### src/rtl/demux_collect.sv
// Serial-to-lane demultiplexer: collects steered bits into a word,
// then presents word and written-lane mask on a valid/ready output.
module demux_collect #(
  parameter int WIDTH = 8,
  parameter int SEL_W = $clog2(WIDTH)
) (
  input  logic             clk,
  input  logic             rst,
  input  logic             d_valid,
  output logic             d_ready,
  input  logic             d_bit,
  input  logic [SEL_W-1:0] d_sel,
  input  logic             d_commit,
  output logic             q_valid,
  input  logic             q_ready,
  output logic [WIDTH-1:0] q_word,
  output logic [WIDTH-1:0] q_mask,
  output logic             err_overwrite
);

  localparam logic [1:0] IDLE = 2'd0;
  localparam logic [1:0] FILL = 2'd1;
  localparam logic [1:0] HOLD = 2'd2;

  logic [1:0]       state_q, state_d;
  logic [WIDTH-1:0] shadow_q, shadow_d;
  logic [WIDTH-1:0] smask_q, smask_d;
  logic [WIDTH-1:0] word_q, word_d;
  logic [WIDTH-1:0] mask_q, mask_d;
  logic             err_q, err_d;

  logic             accept, hit, commit, drain;
  logic [WIDTH-1:0] sel_oh, wr_word, wr_mask;

  assign q_valid       = (state_q == HOLD);
  assign d_ready       = !q_valid;
  assign q_word        = word_q;
  assign q_mask        = mask_q;
  assign err_overwrite = err_q;

  assign accept = d_valid & d_ready;
  assign drain  = q_valid & q_ready;

  // Out-of-range lanes decode to an empty one-hot, so the beat is dropped
  always_comb begin
    sel_oh = '0;
    if (int'(d_sel) < WIDTH) sel_oh[d_sel] = 1'b1;
  end

  assign hit     = |(smask_q & sel_oh);
  assign wr_word = (shadow_q & ~sel_oh) | ({WIDTH{d_bit}} & sel_oh);
  assign wr_mask = smask_q | sel_oh;
  assign commit  = accept & (d_commit | (&wr_mask));

  always_comb begin
    state_d  = state_q;
    shadow_d = shadow_q;
    smask_d  = smask_q;
    word_d   = word_q;
    mask_d   = mask_q;
    err_d    = accept & hit;
    unique case (1'b1)
      commit: begin
        word_d   = wr_word;
        mask_d   = wr_mask;
        shadow_d = '0;
        smask_d  = '0;
        state_d  = HOLD;
      end
      accept & !commit: begin
        shadow_d = wr_word;
        smask_d  = wr_mask;
        state_d  = (|wr_mask) ? FILL : IDLE;
      end
      drain: begin
        state_d = IDLE;
      end
      default: ;
    endcase
  end

  always_ff @(posedge clk) begin
    if (rst) begin
      state_q  <= IDLE;
      shadow_q <= '0;
      smask_q  <= '0;
      word_q   <= '0;
      mask_q   <= '0;
      err_q    <= 1'b0;
    end else begin
      state_q  <= state_d;
      shadow_q <= shadow_d;
      smask_q  <= smask_d;
      word_q   <= word_d;
      mask_q   <= mask_d;
      err_q    <= err_d;
    end
  end

endmodule

### config.mk
export PLATFORM = sky130hd
export DESIGN_NAME = demux_collect
export DESIGN_NICKNAME = d
export VERILOG_FILES = /design/src/rtl/demux_collect.sv
export SDC_FILE = /design/constraint.sdc
export NUM_CORES = 1
export LEC_CHECK = 0
export ABC_AREA = 1
export ABC_CLOCK_PERIOD_IN_PS = 1550
export BUFFER_PORTS_ARGS = -buffer_cell sky130_fd_sc_hd__buf_2
export CELL_PAD_IN_SITES_DETAIL_PLACEMENT = 1
export CELL_PAD_IN_SITES_GLOBAL_PLACEMENT = 1
export CORE_MARGIN = 2
export CORE_UTILIZATION = 39
export DETAILED_ROUTE_END_ITERATION = 8
export GPL_ROUTABILITY_DRIVEN = 0
export MAX_ROUTING_LAYER = met4
export PLACE_DENSITY_LB_ADDON = 0.1
export SLEW_MARGIN = 20
export SYNTH_ARGS = -nofsm -noshare
export SYNTH_HDL_FRONTEND = slang
export SYNTH_SLANG_ARGS = --single-unit
### constraint.sdc
create_clock -name clk -period 1.55 [get_ports clk]
set_input_delay 0.31 -clock clk [delete_from_list [all_inputs] [get_ports clk]]
set_output_delay 0.31 -clock clk [all_outputs]
set_load 0.05 [all_outputs]
# Word-level counts from Yosys, hierarchy flattened
# Cells that the tools add are included.
# classes
magnitude_cmp,2
reduce_logical,8
n_eq_ne,1
muxes,6
bitwise,12
# ops
op,count
$pmux W8 S2,2
$and A8 B8 Y8,3
$or A8 B8 Y8,2
$reduce_or A8 Y1,2
$not A8 Y8,1
$reduce_and A8 Y1,1
$pmux W2 S3,1
$and A1 B1 Y1,5
$lt A3 B4 Y1 const B,1
$demux W1 S3,1
$ge A3 B1 Y1 const B,1
$reduce_bool A3 Y1,1
$eq A2 B2 Y1 const B,1
$logic_not A1 Y1,2
$mux W1,2
$reduce_bool A2 Y1,1
$logic_and A1 B1 Y1,1
$or A1 B1 Y1,1
# totals
wordCells,35
output_inout_bits,19
regBits,35
inputBits,9

# Logic depth before layout (Yosys ltp)
# depth
depth_word,11
depth_mapped,11
ltp_nobuf,10

# Least setup slack after synthesis
# Ideal clock, no wire load.
# synth_timing
path_kind,reg2reg
startpoint,reg state_q[1]
endpoint,reg smask_q[0]
t_required_ns,1.433
arrival_ns,1.748
period_less_slack_ns,1.865
slack_ns,-0.315
n_path_buf,1
setup_time_ns,0.117
path_stages_with_launch,7
cell_sequence,dfxtp_1 > inv_1 > nor2_1 > nor2_1 > clkbuf_1 > o21ai_0 > nor2_1
# synth_between
elab_chain_len,7
# synth_rtl
item,line_no,rtl
from (decl),25,"logic [1:0] state_q, state_d;"
from (signal assigned),91,state_q <= state_d;
$eq A2 B2 Y1 (*),35,assign q_valid = (state_q == HOLD);
net q_valid,14,"output logic q_valid,"
$logic_not A1 Y1 (*),36,assign d_ready = !q_valid;
$and A1 B1 Y1 (*),41,assign accept = d_valid & d_ready;
$and A1 B1 Y1,53,assign commit = accept & (d_commit | (&wr_mask));
$logic_not A1 Y1,70,accept & !commit: begin
$and A1 B1 Y1,70,
$pmux W8 S2 / $reduce_bool A2 Y1 (equally long branches),-,
to (signal assigned),93,smask_q <= smask_d;
to (decl),27,"logic [WIDTH-1:0] smask_q, smask_d;"
# The timed path passes the listed nets; every way through them passes the cells marked *.
# A chain may end at the register's enable or synchronous reset.

# Final worst setup path
# layout_timing
startpoint,reg state_q[1]
endpoint,out q_valid
# layout_between
elab_chain_len,1
# layout_rtl
item,line_no
$eq A2 B2 Y1,35
to (decl),14
# No other way between the ends.

==> flow_summary.toml <==
[sta]
max_clock_freq_mhz = 723
unrepaired_setup_endpoints_after_global_routing = "no"
timing_worst_slew_pin_value_ns = 0.394
min_period_over_period_pct = 89.3
post_route_clock_skew_ns = 0.00302
setup_viol_count_final = 0
final_period_minus_worst_setup_slack_ns = 1.38
timing_max_transition_violations_final = 0
hold_viol = 0
relSlewSlack_pct = 73.5
timing.setup.tns_ns = 0

[route]
first_pass_detailed_route_iteration_total = 4
postRouteWirelength_mm = 4.39
post_drt_antenna_nets = 0
post_drt_wl_per_cell_um = 12.4
drt_first_iter_violations = 61
detail_route.vias_per_cell = 4.83
vias = 1705
drc = 0

[power_and_ir_drop]
ir_worst_vdd_uv = 454
leakage_nw = 1.05
pwr_density_cell_nw_per_um2 = 949
total_power_w = 0.00205

[logic_synthesis]
yosys_warnings = 0
synthTopCellsByCount = "nand2_1 (43), inv_1 (39), dfxtp_1 (35), nor2_1 (29), a21oi_1 (25)"
synthArstFlopShare_pct = 0
synthDominantCellAreaShare_pct = 40.6
synth_top_cell_by_area = "dfxtp_1"
ys_ff_latch = 35
total_nets_after_synthesis = 259
synth-edff-count = 0
synth_cell_type_count = 20
post_synth_main_area_contributors = "dfxtp_1 (41%), nand2_1 (9.4%), inv_1 (8.5%), a21oi_1 (7.3%), nand3_1 (7.0%)"
synthesis.area_um2 = 1730
syn_inst = 250
synthMostInstantiatedCell = "nand2_1"
synthesis.area_per_instance_um2 = 6.90
yosysSeqAreaShare_pct = 40.6
postSynth.topFlopCell = "dfxtp_1"

[worst_setup_path]
worst_path_dominant_cell_family = "buffers and inverters"
r2r_setup_slack_ns = 0.24
reg2reg_to = "q_word[5]$_SDFFE_PP0P_"
worst_setup_path_start_kind = "flop"
critPathLaunch = "state_q[1]$_SDFFE_PP0P_"
crit_slowest_cell = "dfxtp_1"
worstRegToRegCells = 9
worst-path-buf-inv = 2
critical_path_depth = 3
critPathMaxFanout = 4
arrival_ns = 1.07
rr_startpoint = "smask_q[5]$_SDFFE_PP0P_"
setup.worst_path.end = "q_valid"
critical_path_max_stage_delay_ns = 0.31
critical_path.endpoint_type = "primary output"
required_ns = 1.24
critPathKind = "reg -> out"
path_cells = "inv_1 > nor2_4 > buf_2"

[final_layout]
nets = 309
final_util_pct = 50.2
layout-drive-gt1-share_pct = 25.2
area_delta_synth_final_pct = 25.0
filler_cell_count = 585
antenna_cells_inserted = 0
stdcell_count = 353

[clocking]
tritoncts_clock_tree = "built"
cts_repair_resize_count = 0
tritoncts_num_sinks = 35
cts_max_level = 2
cts_setup_buffers = 0
tritoncts.num_buffers = 5
clock_insertion_delay_worst_skew_ns = 0.28
cts_hold_repair.buffers = 0
clk_transition_reported_paths_ns = 0.07
root_buffer_cell = "clkbuf_8"
clock_path_buffers = 2

[global_route]
number_of_global_route_vias_before_repair = 1660
grt_start_max_net_pins = 31
grt_util_all_layers_pct = 19.7
grt_pass1_wl_mm = 7.54
overflow = 0
antenna_found_initial = 0

[die]
placementRows = 24
top_level_ports = 28
start_util_pct = 40.2
core_region_area_um2 = 4290
fp.dieArea_um2 = 4970
height_of_the_chip_um = 70.5
fp.dieW_um = 70.5

[place]
place.detailed.hpwl_mm = 3.41
buffer_ports.inserted = 27
inst_count_dp = 345

[status]
result_of_the_run = "completed"

[run]
cap_violations = 0

[worst_hold_path]
worst_hold_startpoint = "q_ready"
min_path_type = "in -> reg"
[logic make-up (layout without fill, tap and decap cells)]
group | after synthesis | after routing | share of synthesized area (%)
AND/OR/NAND/NOR | 116 | 116 | 31.0
buffers and inverters | 52 | 103 | 14.1
AO/OA/AOI/OAI | 47 | 47 | 14.4
flip-flops | 35 | 35 | 40.6
[registers in the layout, summed over array words and instances (netlist names)]
signal / count
q_mask: 8
q_word: 8
err_overwrite: 1
shadow_q: 8
smask_q: 8
state_q: 2
[worst min path at each step]
stage,depth (start not counted),endpoint
4_1_cts,4,state_q[1]$_SDFFE_PP0P_
6_report,4,state_q[1]$_SDFFE_PP0P_
3_3_place_gp,2,shadow_q[3]$_SDFFE_PP0P_
5_1_grt,4,state_q[1]$_SDFFE_PP0P_
2_1_floorplan,2,shadow_q[0]$_SDFFE_PP0P_
3_5_place_dp,2,shadow_q[3]$_SDFFE_PP0P_
[report_power, final]
part | internal, W | switching [W]
Sequential | 0.000940 | 0.0000187
Clock | 0.000315 | 0.000312
Combinational | 0.000149 | 0.000312
[final cells by class]
type	instances	area (um2)	area share (%)
well taps	52	65.1	3.02
clock buffers	7	76.3	3.54
multi-input cells	163	797	36.9
flip-flops and latches	35	701	32.5
inverters	42	158	7.31
repair buffers	53	355	16.5
clock inverters	1	5.00	0.232
[placed cells by master, fill, tap and decap left out]
cell,count
nand2_1,43
inv_1,39
dfxtp_1,35
nor2_1,27
buf_2,27
a21oi_1,25
nand3_1,24
buf_4,24
o21ai_0,16
nand2_2,8
nand4_1,8
clkbuf_8,5
o22ai_1,4
nor2_4,2
nor2_2,2
clkinv_1,2
a21oi_2,2
clkbuf_1,2
buf_12,2
inv_2,1
nand2_4,1
nand2_8,1
clkinv_2,1
[layer usage]
metal / up-vias / part of all wire, % / track usage, %
li1: 900 / - / -
met1: 777 / 51 / 26.3
met2: 26 / 44 / 29.5
met3: 2 / 3.7 / 4.47
met4: 0 / 0.73 / 6.20
met5: - / 0 / -
[worst register-to-register path: cells and delay by family, from the launching register on]
kind | cells | cell delay [ns]
flip-flops | 1 | 0.35
AO/OA/AOI/OAI | 1 | 0.07
AND/OR/NAND/NOR | 6 | 0.60
buffers and inverters | 2 | 0.24
[through the flow]
stage / area, um2 / hold WS [ns] / worst slack, ns
floorplan: 1730 / 0.445 / 0.163
global placement: 2080 / 0.453 / -0.0132
detailed placement: 2080 / 0.459 / -0.0704
CTS: 2160 / 0.301 / 0.144
global route: 2160 / 0.318 / 0.0903
finish: 2160 / 0.304 / 0.166
Power figures use the tool's default switching activity.
